--- src/rtl/alu_exec_ctrl.sv ---
// Execute-stage sequencer: drives the ALU opcode, registers results into EX/MEM, owns {N,V,Z} and resolves branches.
// One-cycle latency into EX/MEM at full throughput; decode stalls while EX/MEM is full and MEM is not ready, and intake stops permanently after HLT.
module alu_exec_ctrl #(
    parameter int DW = 16,
    parameter int RW = 4
) (
    input  logic          clk,
    input  logic          rst_n,
    input  logic          id_valid,
    output logic          id_ready,
    input  logic [3:0]    id_opcode,
    input  logic [2:0]    id_ccc,
    input  logic [RW-1:0] id_rd,
    input  logic          id_wen,
    output logic [3:0]    alu_opcode,
    input  logic [DW-1:0] alu_out,
    input  logic [2:0]    alu_flag,
    output logic          ex_valid,
    input  logic          ex_ready,
    output logic [DW-1:0] ex_result,
    output logic [RW-1:0] ex_rd,
    output logic          ex_wen,
    output logic          ex_mem_rd,
    output logic          ex_mem_wr,
    output logic          br_taken,
    output logic [2:0]    flags,
    output logic          halted
);

    localparam logic [3:0] OP_ADD = 4'd0;
    localparam logic [3:0] OP_SUB = 4'd1;
    localparam logic [3:0] OP_XOR = 4'd2;
    localparam logic [3:0] OP_ROR = 4'd6;
    localparam logic [3:0] OP_LW  = 4'd8;
    localparam logic [3:0] OP_SW  = 4'd9;
    localparam logic [3:0] OP_B   = 4'd12;
    localparam logic [3:0] OP_BR  = 4'd13;
    localparam logic [3:0] OP_HLT = 4'd15;

    typedef enum logic [1:0] {
        ST_RUN  = 2'd0,
        ST_HOLD = 2'd1,
        ST_HALT = 2'd2
    } state_t;

    state_t state;
    state_t state_nxt;

    logic accept;
    logic xfer;
    logic is_branch;
    logic is_halt;
    logic ld_nvz;
    logic ld_z;
    logic cond_ok;
    logic n_f;
    logic v_f;
    logic z_f;

    assign alu_opcode = id_opcode;
    assign halted     = (state == ST_HALT);
    assign accept     = id_valid & id_ready;
    assign xfer       = ex_valid & ex_ready;
    assign is_branch  = (id_opcode == OP_B) | (id_opcode == OP_BR);
    assign is_halt    = (id_opcode == OP_HLT);
    assign ld_nvz     = (id_opcode == OP_ADD) | (id_opcode == OP_SUB);
    assign ld_z       = (id_opcode >= OP_XOR) & (id_opcode <= OP_ROR);
    assign {n_f, v_f, z_f} = flags;

    // Conditions look at the flag register as it stands at accept, before this instruction's own update.
    always_comb begin
        cond_ok = 1'b0;
        case (id_ccc)
            3'b000:  cond_ok = ~z_f;
            3'b001:  cond_ok = z_f;
            3'b010:  cond_ok = ~z_f & ~n_f;
            3'b011:  cond_ok = n_f;
            3'b100:  cond_ok = z_f | (~z_f & ~n_f);
            3'b101:  cond_ok = n_f | z_f;
            3'b110:  cond_ok = v_f;
            default: cond_ok = 1'b1;
        endcase
    end

    always_comb begin
        state_nxt = state;
        id_ready  = 1'b0;
        case (state)
            ST_RUN, ST_HOLD: begin
                id_ready = ~ex_valid | ex_ready;
                if (id_valid && id_ready && is_halt) begin
                    state_nxt = ST_HALT;
                end else if (ex_valid && !ex_ready) begin
                    state_nxt = ST_HOLD;
                end else begin
                    state_nxt = ST_RUN;
                end
            end
            ST_HALT: begin
                state_nxt = ST_HALT;
            end
            default: begin
                state_nxt = ST_RUN;
            end
        endcase
    end

    always_ff @(posedge clk) begin
        if (!rst_n) begin
            state <= ST_RUN;
        end else begin
            state <= state_nxt;
        end
    end

    always_ff @(posedge clk) begin
        if (!rst_n) begin
            ex_valid  <= 1'b0;
            ex_result <= '0;
            ex_rd     <= '0;
            ex_wen    <= 1'b0;
            ex_mem_rd <= 1'b0;
            ex_mem_wr <= 1'b0;
            br_taken  <= 1'b0;
            flags     <= 3'b000;
        end else begin
            br_taken <= accept & is_branch & cond_ok;
            if (accept) begin
                ex_valid  <= 1'b1;
                ex_result <= alu_out;
                ex_rd     <= id_rd;
                ex_wen    <= id_wen & ~is_branch & ~is_halt;
                ex_mem_rd <= (id_opcode == OP_LW);
                ex_mem_wr <= (id_opcode == OP_SW);
                if (ld_nvz) begin
                    flags <= alu_flag;
                end else if (ld_z) begin
                    flags[0] <= alu_flag[0];
                end
            end else if (xfer) begin
                ex_valid <= 1'b0;
            end
        end
    end

endmodule

--- config.mk ---
export PLATFORM = sky130hd
export DESIGN_NAME = alu_exec_ctrl
export DESIGN_NICKNAME = d
export VERILOG_FILES = /design/src/rtl/alu_exec_ctrl.sv
export SDC_FILE = /design/constraint.sdc
export NUM_CORES = 1
export LEC_CHECK = 0
export BUFFER_PORTS_ARGS = -buffer_cell sky130_fd_sc_hd__buf_2
export CAP_MARGIN = 20
export CORE_ASPECT_RATIO = 1.4
export CORE_MARGIN = 10
export CORE_UTILIZATION = 43
export CTS_CLUSTER_DIAMETER = 30
export DETAILED_ROUTE_END_ITERATION = 10
export PLACE_DENSITY = 0.87
export SYNTH_ARGS = -nofsm -noshare
export SYNTH_HDL_FRONTEND = slang
export SYNTH_SLANG_ARGS = --single-unit
--- constraint.sdc ---
create_clock -name clk -period 1.3 [get_ports clk]
set_input_delay 0.065 -clock clk [delete_from_list [all_inputs] [get_ports clk]]
set_output_delay 0.065 -clock clk [all_outputs]
set_load 0.01 [all_outputs]
## Word level (Yosys, flattened, before mapping)

Cells that the tools add are included.

| word-level totals | value |
|---|---|
| flip-flop bits (word level) | 30 |
| latch bits | 0 |
| memory bits (writable) | 0 |
| bits in read-only memories | 0 |
| input port bits | 35 |
| logic and storage cells | 65 |
| memories kept | 0 |

| operators by class | value |
|---|---|
| add/sub/neg operators | 0 |
| multiply operators | 0 |
| div/mod/pow operators | 0 |
| $lt $le $gt $ge | 2 |
| equality and inequality tests | 14 |
| shift-type cells | 0 |
| multiplexer cells | 9 |
| bitwise logic cells | 18 |
| reduce and logical (&&, ||, !) cells | 12 |

Operators with widths:

| cell | count |
|---|---|
| $eq 4x4->1 const B | 5 |
| $eq 3x3->1 const B | 3 |
| $and 1x1->1 | 8 |
| $pmux 1 s7 | 1 |
| $eq 3x2->1 const B | 2 |
| $mux 1 | 6 |
| $not 1->1 | 5 |
| $or 1x1->1 | 5 |
| $eq 4x1->1 const B | 1 |
| $ge 4x2->1 const B | 1 |
| $le 4x3->1 const B | 1 |
| $logic_not 4->1 | 1 |
| $pmux 2 s2 | 1 |
| $reduce_and 2->1 | 2 |
| $reduce_bool 2->1 | 2 |
| $eq 3x1->1 const B | 1 |
| $logic_and 1x1->1 | 3 |
| $logic_not 3->1 | 1 |
| $eq 2x1->1 const B | 1 |
| $eq 2x2->1 const B | 1 |
| $logic_not 2->1 | 1 |
| $mux 2 | 1 |
| $reduce_or 2->1 | 1 |
| $logic_not 1->1 | 1 |

## Logic depth before layout (Yosys ltp)

| depth | value |
|---|---|
| word-level depth | 6 |
| mapped depth | 6 |

## Worst setup path after synthesis

Ideal clock, no wire load.

| path | value |
|---|---|
| path kind | register -> register |
| start point | register state[1] |
| end point | register ex_mem_rd |
| library setup time | 0.070 ns |
| arrival | 1.149 ns |
| data required time | 1.230 ns |
| path slack | 0.081 ns |
| cell stages (with the launch flop) | 6 |
| path buffers | 1 |
| clock period less this slack | 1.219 ns |
| cell sequence | dfxtp_1 nand2b_4 nand2b_4 buf_6 or3_1 a21boi_1 |

| on the way | value |
|---|---|
| longest elaborated chain between the ends | 4 |

RTL lines:

| element | line | source |
|---|---|---|
| start: declaration | 46 | `state_t state;` |
| start signal: assignment | 112 | `state <= state_nxt;` |
| $eq 2x1->1 or $logic_not 2->1 (tied branches) | 88 | `case (state)` |
| $reduce_or 2->1 * | 88 |  |
| $mux 1 * | 88 |  |
| $and 1x1->1 * | 62 | `assign accept = id_valid & id_ready;` |
| end signal: assignment | 133 | `ex_mem_rd <= (id_opcode == OP_LW);` |
| end: declaration | 23 | `output logic ex_mem_rd,` |

Mark *: on every way between the ends. The rest lies on a longest branch, timed or not.
A chain may end at the register's enable or synchronous reset.

## Final worst setup path

Same ends and word-level chain as after synthesis.

==> reports/metrics.csv <==
stage,metric,value,unit
final_layout,antenna_cells,0,
final_layout,areaGrowthSynthToFinish,37.29,%
clock_network,cts_sinks,30,
grt,remaining_global_route_overflow,0,
floorplan,fp.coreArea,2820,sq um
synthesis,post_synth_instance_area,1255,sq um
timing,finalCriticalPeriod,1230,ps
route,drt_pass1_iterations,4,
synthesis,ys_seq_area_share,47.86,%
placement,portBuffers,68,
clock_network,root_buffer,clkbuf_8,
worst_setup_path,worstReg2RegEnd,ex_mem_rd,
timing,slew-limit-headroom,79.96,%
final_layout,layout-drive-gt1-share,39.45,%
power,pwr-share-clk,35.7,%
placement,dp.final_hpwl,2761,um
power,internal_power,0.001518,W
floorplan,design.portCount,69,
placement,dp_cells,249,
floorplan,rows,23,
worst_setup_path,timing.critical_path.from_type,register,
route,number_of_drc_markers_after_the_initial_detailed_route_iteration,52,
floorplan,dieArea,5510,sq um
power,p_sw_share,24.49,%
worst_setup_path,setup.reg_to_reg.worst_slack,70,ps
placement,detailedPlace.worstSlack,72.64,ps
grt,overall_fraction_of_global_route_tracks_in_use,12.94,%
worst_setup_path,cp_data_arrival_time,1440,ps
route,dr_total_vias,1204,
timing,final.setup.worst_slack,70.17,ps
power,seq_power_share,49.2,%
route,remaining_drc_errors,0,
floorplan,chipHeight,83.92,um
placement,gp_routability_congestion,0.7713,
hold_path,holdPathStages,3,
timing,finalHoldViolCount,0,
timing,finalSetupTns,0,ps
power,static-leakage-power,0.8427,nW
worst_setup_path,required_time_at_the_worst_slack_endpoint,1510,ps
worst_setup_path,rr_worst_depth,4,
clock_network,tritoncts_clock_tree,built,
worst_setup_path,reg_to_reg_critical_path_startpoint,state[1],
worst_setup_path,crit_path_max_fanout,8,
synthesis,synthArstFlopShare,0,%
timing,timing_max_transition_violations_final,0,
route,drt-total-wl,3393,um
synthesis,count_of_different_cell_masters_after_synthesis,29,
worst_setup_path,start_to_end_type_of_the_worst_setup_path,reg -> reg,
power,powerDensity,1167,nW/um^2
power,total_power,0.002011,W
timing,fmax,813.1,MHz
outcome,result_of_the_run,finished clean,
route,wire_length_per_cell,13.31,um
hold_path,hold_path.class,in -> reg,
hold_path,worst_hold_startpoint,alu_flag[2],
clock_network,cts_max_level,2,
floorplan,die_wd,65.66,um
route,route.antenna.remaining_nets,0,
timing,setup_violations_final,0,
timing,final.hold.worst_slack,6.902,ps
synthesis,synth.net_count,184,
route,vias_per_cell,4.722,
worst_setup_path,worst_setup_path_end_kind,register,
synthesis,syn_inst,149,
power,vdd_drop_max,0.7375,mV
final_layout,fin_nets,254,
timing,rsz0062_at_grt,true,
power,switch_pwr,0.0004925,W
synthesis,synth-seq-cells,30,
grt,grt_first_pass_wirelength,5658,um
clock_network,path_clk_slew,60,ps
final_layout,layoutNonFillerInstCount,255,
timing,tightest_slew,296.8,ps
timing,clock_skew,3.371,ps
timing,period_share,94.60,%
grt,number_of_antenna_violations_at_the_first_check_in_global_routing,0,
grt,grt_start_max_net_pins,20,
power,pwr-share-comb,15.2,%
clock_network,clkLatencyLatePin,280,ps
job,cap_violations,0,
synthesis,synth-main-ff-cell,dfxtp_1,
synthesis,synth-edff-count,0,
floorplan,initial_utilization,44.50,%
grt,grt_pass1_vias,1254,
clock_network,cts-buffers-inserted,5,
synthesis,mean_area_per_synthesized_cell,8.423,sq um
synthesis,synth_warnings,0,
clock_network,clock_path_buffers,2,
hold_path,hold_worst_path_end,flags[2],
## critical path, cell delays in order, from the launching register on
cell      delay (ps)
dfxtp_1          330
nand2b_4         170
nand2b_4         180
or3_1            350
a21boi_1         140
## layout make-up
type / instances / area (sq um)
Inverter: 2 / 7.507
Fill cell: 287 / 1097
Tap cell: 37 / 46.29
Sequential cell: 30 / 600.6
Multi-Input combinational cell: 105 / 585.6
Clock buffer: 6 / 82.58
Timing Repair Buffer: 75 / 400.4
## power by group through the flow
stage | combinational [W] | sequential [W] | clock [W]
finish | 0.000305 | 0.000989 | 0.000717
global route | 0.000345 | 0.000994 | 0.000771
CTS | 0.000306 | 0.000989 | 0.000734
detailed placement | 0.000305 | 0.00101 | 0
global placement | 0.000300 | 0.00101 | 0
floorplan | 0.000138 | 0.00103 | 0
## synth_stat cells (2+ instances only)
cell type / instances / area (sq um)
nand3_1: 3 / 15.01
a21boi_0: 19 / 142.6
buf_4: 4 / 30.03
nand2_1: 49 / 183.9
a21boi_1: 4 / 30.03
inv_1: 2 / 7.510
nand2b_4: 2 / 27.53
buf_2: 4 / 20.02
clkbuf_1: 3 / 11.26
o21ai_0: 5 / 25.02
dfxtp_1: 30 / 600.6
nor2_1: 4 / 15.01
nor2b_1: 4 / 25.02
## layout by cell type, fill, tap and decap left out, drive strengths merged, types with 2 or more instances in the layout
cell / count
nor2: 4
inv: 2
a21boi: 23
nor2b: 4
nand3: 3
nand2: 49
dfxtp: 30
buf: 75
o21ai: 5
nand2b: 3
clkbuf: 6
## cells by family after synthesis
logic type / count (synthesis) / synth area share [%]
simple gates: 69 / 24.93
flops: 30 / 47.86
mux: 1 / 0.7976
buf+inv: 14 / 6.381
compound gates: 35 / 20.04
## worst max path at each step
stage / startpoint / to / slack, ps / cells past startpoint
floorplan: state[1] / ex_mem_rd / 80 / 5
global placement: state[1] / ex_mem_rd / 130 / 4
detailed placement: ex_valid / ex_result[9] / 70 / 5
CTS: ex_valid / ex_result[9] / 50 / 5
global route: ex_valid / ex_wen / -10 / 5
finish: state[1] / ex_mem_rd / 70 / 4
## per-layer routing
layer  routed length, um  GRT usage [%]
met1                1225          12.15
met2                1701          21.52
met3                 386          6.183
met4                  80          8.203
met5                   0              0
## per-stage QoR
stage          utilization, %  instance area, sq um
2_1_floorplan               -                  1255
3_3_place_gp            57.59                  1624
3_5_place_dp            57.59                  1624
4_1_cts                 60.51                  1707
5_1_grt                 61.09                  1723
6_report                61.09                  1723
## repair_timing
item | 4_1_cts | 5_1_grt
resized for setup | 0 | 5
hold buffers | 0 | 0
buffers inserted | 0 | 0
endpoints found under the setup margin | 0 | 12
## state kept, by name (all words and copies together), names as in the netlist
register	flops
ex_result	16
state	2
flags	3
ex_valid	1
ex_wen	1
ex_mem_rd	1
ex_mem_wr	1
ex_rd	4
br_taken	1
Note: power is estimated with default switching activity, not from simulation.
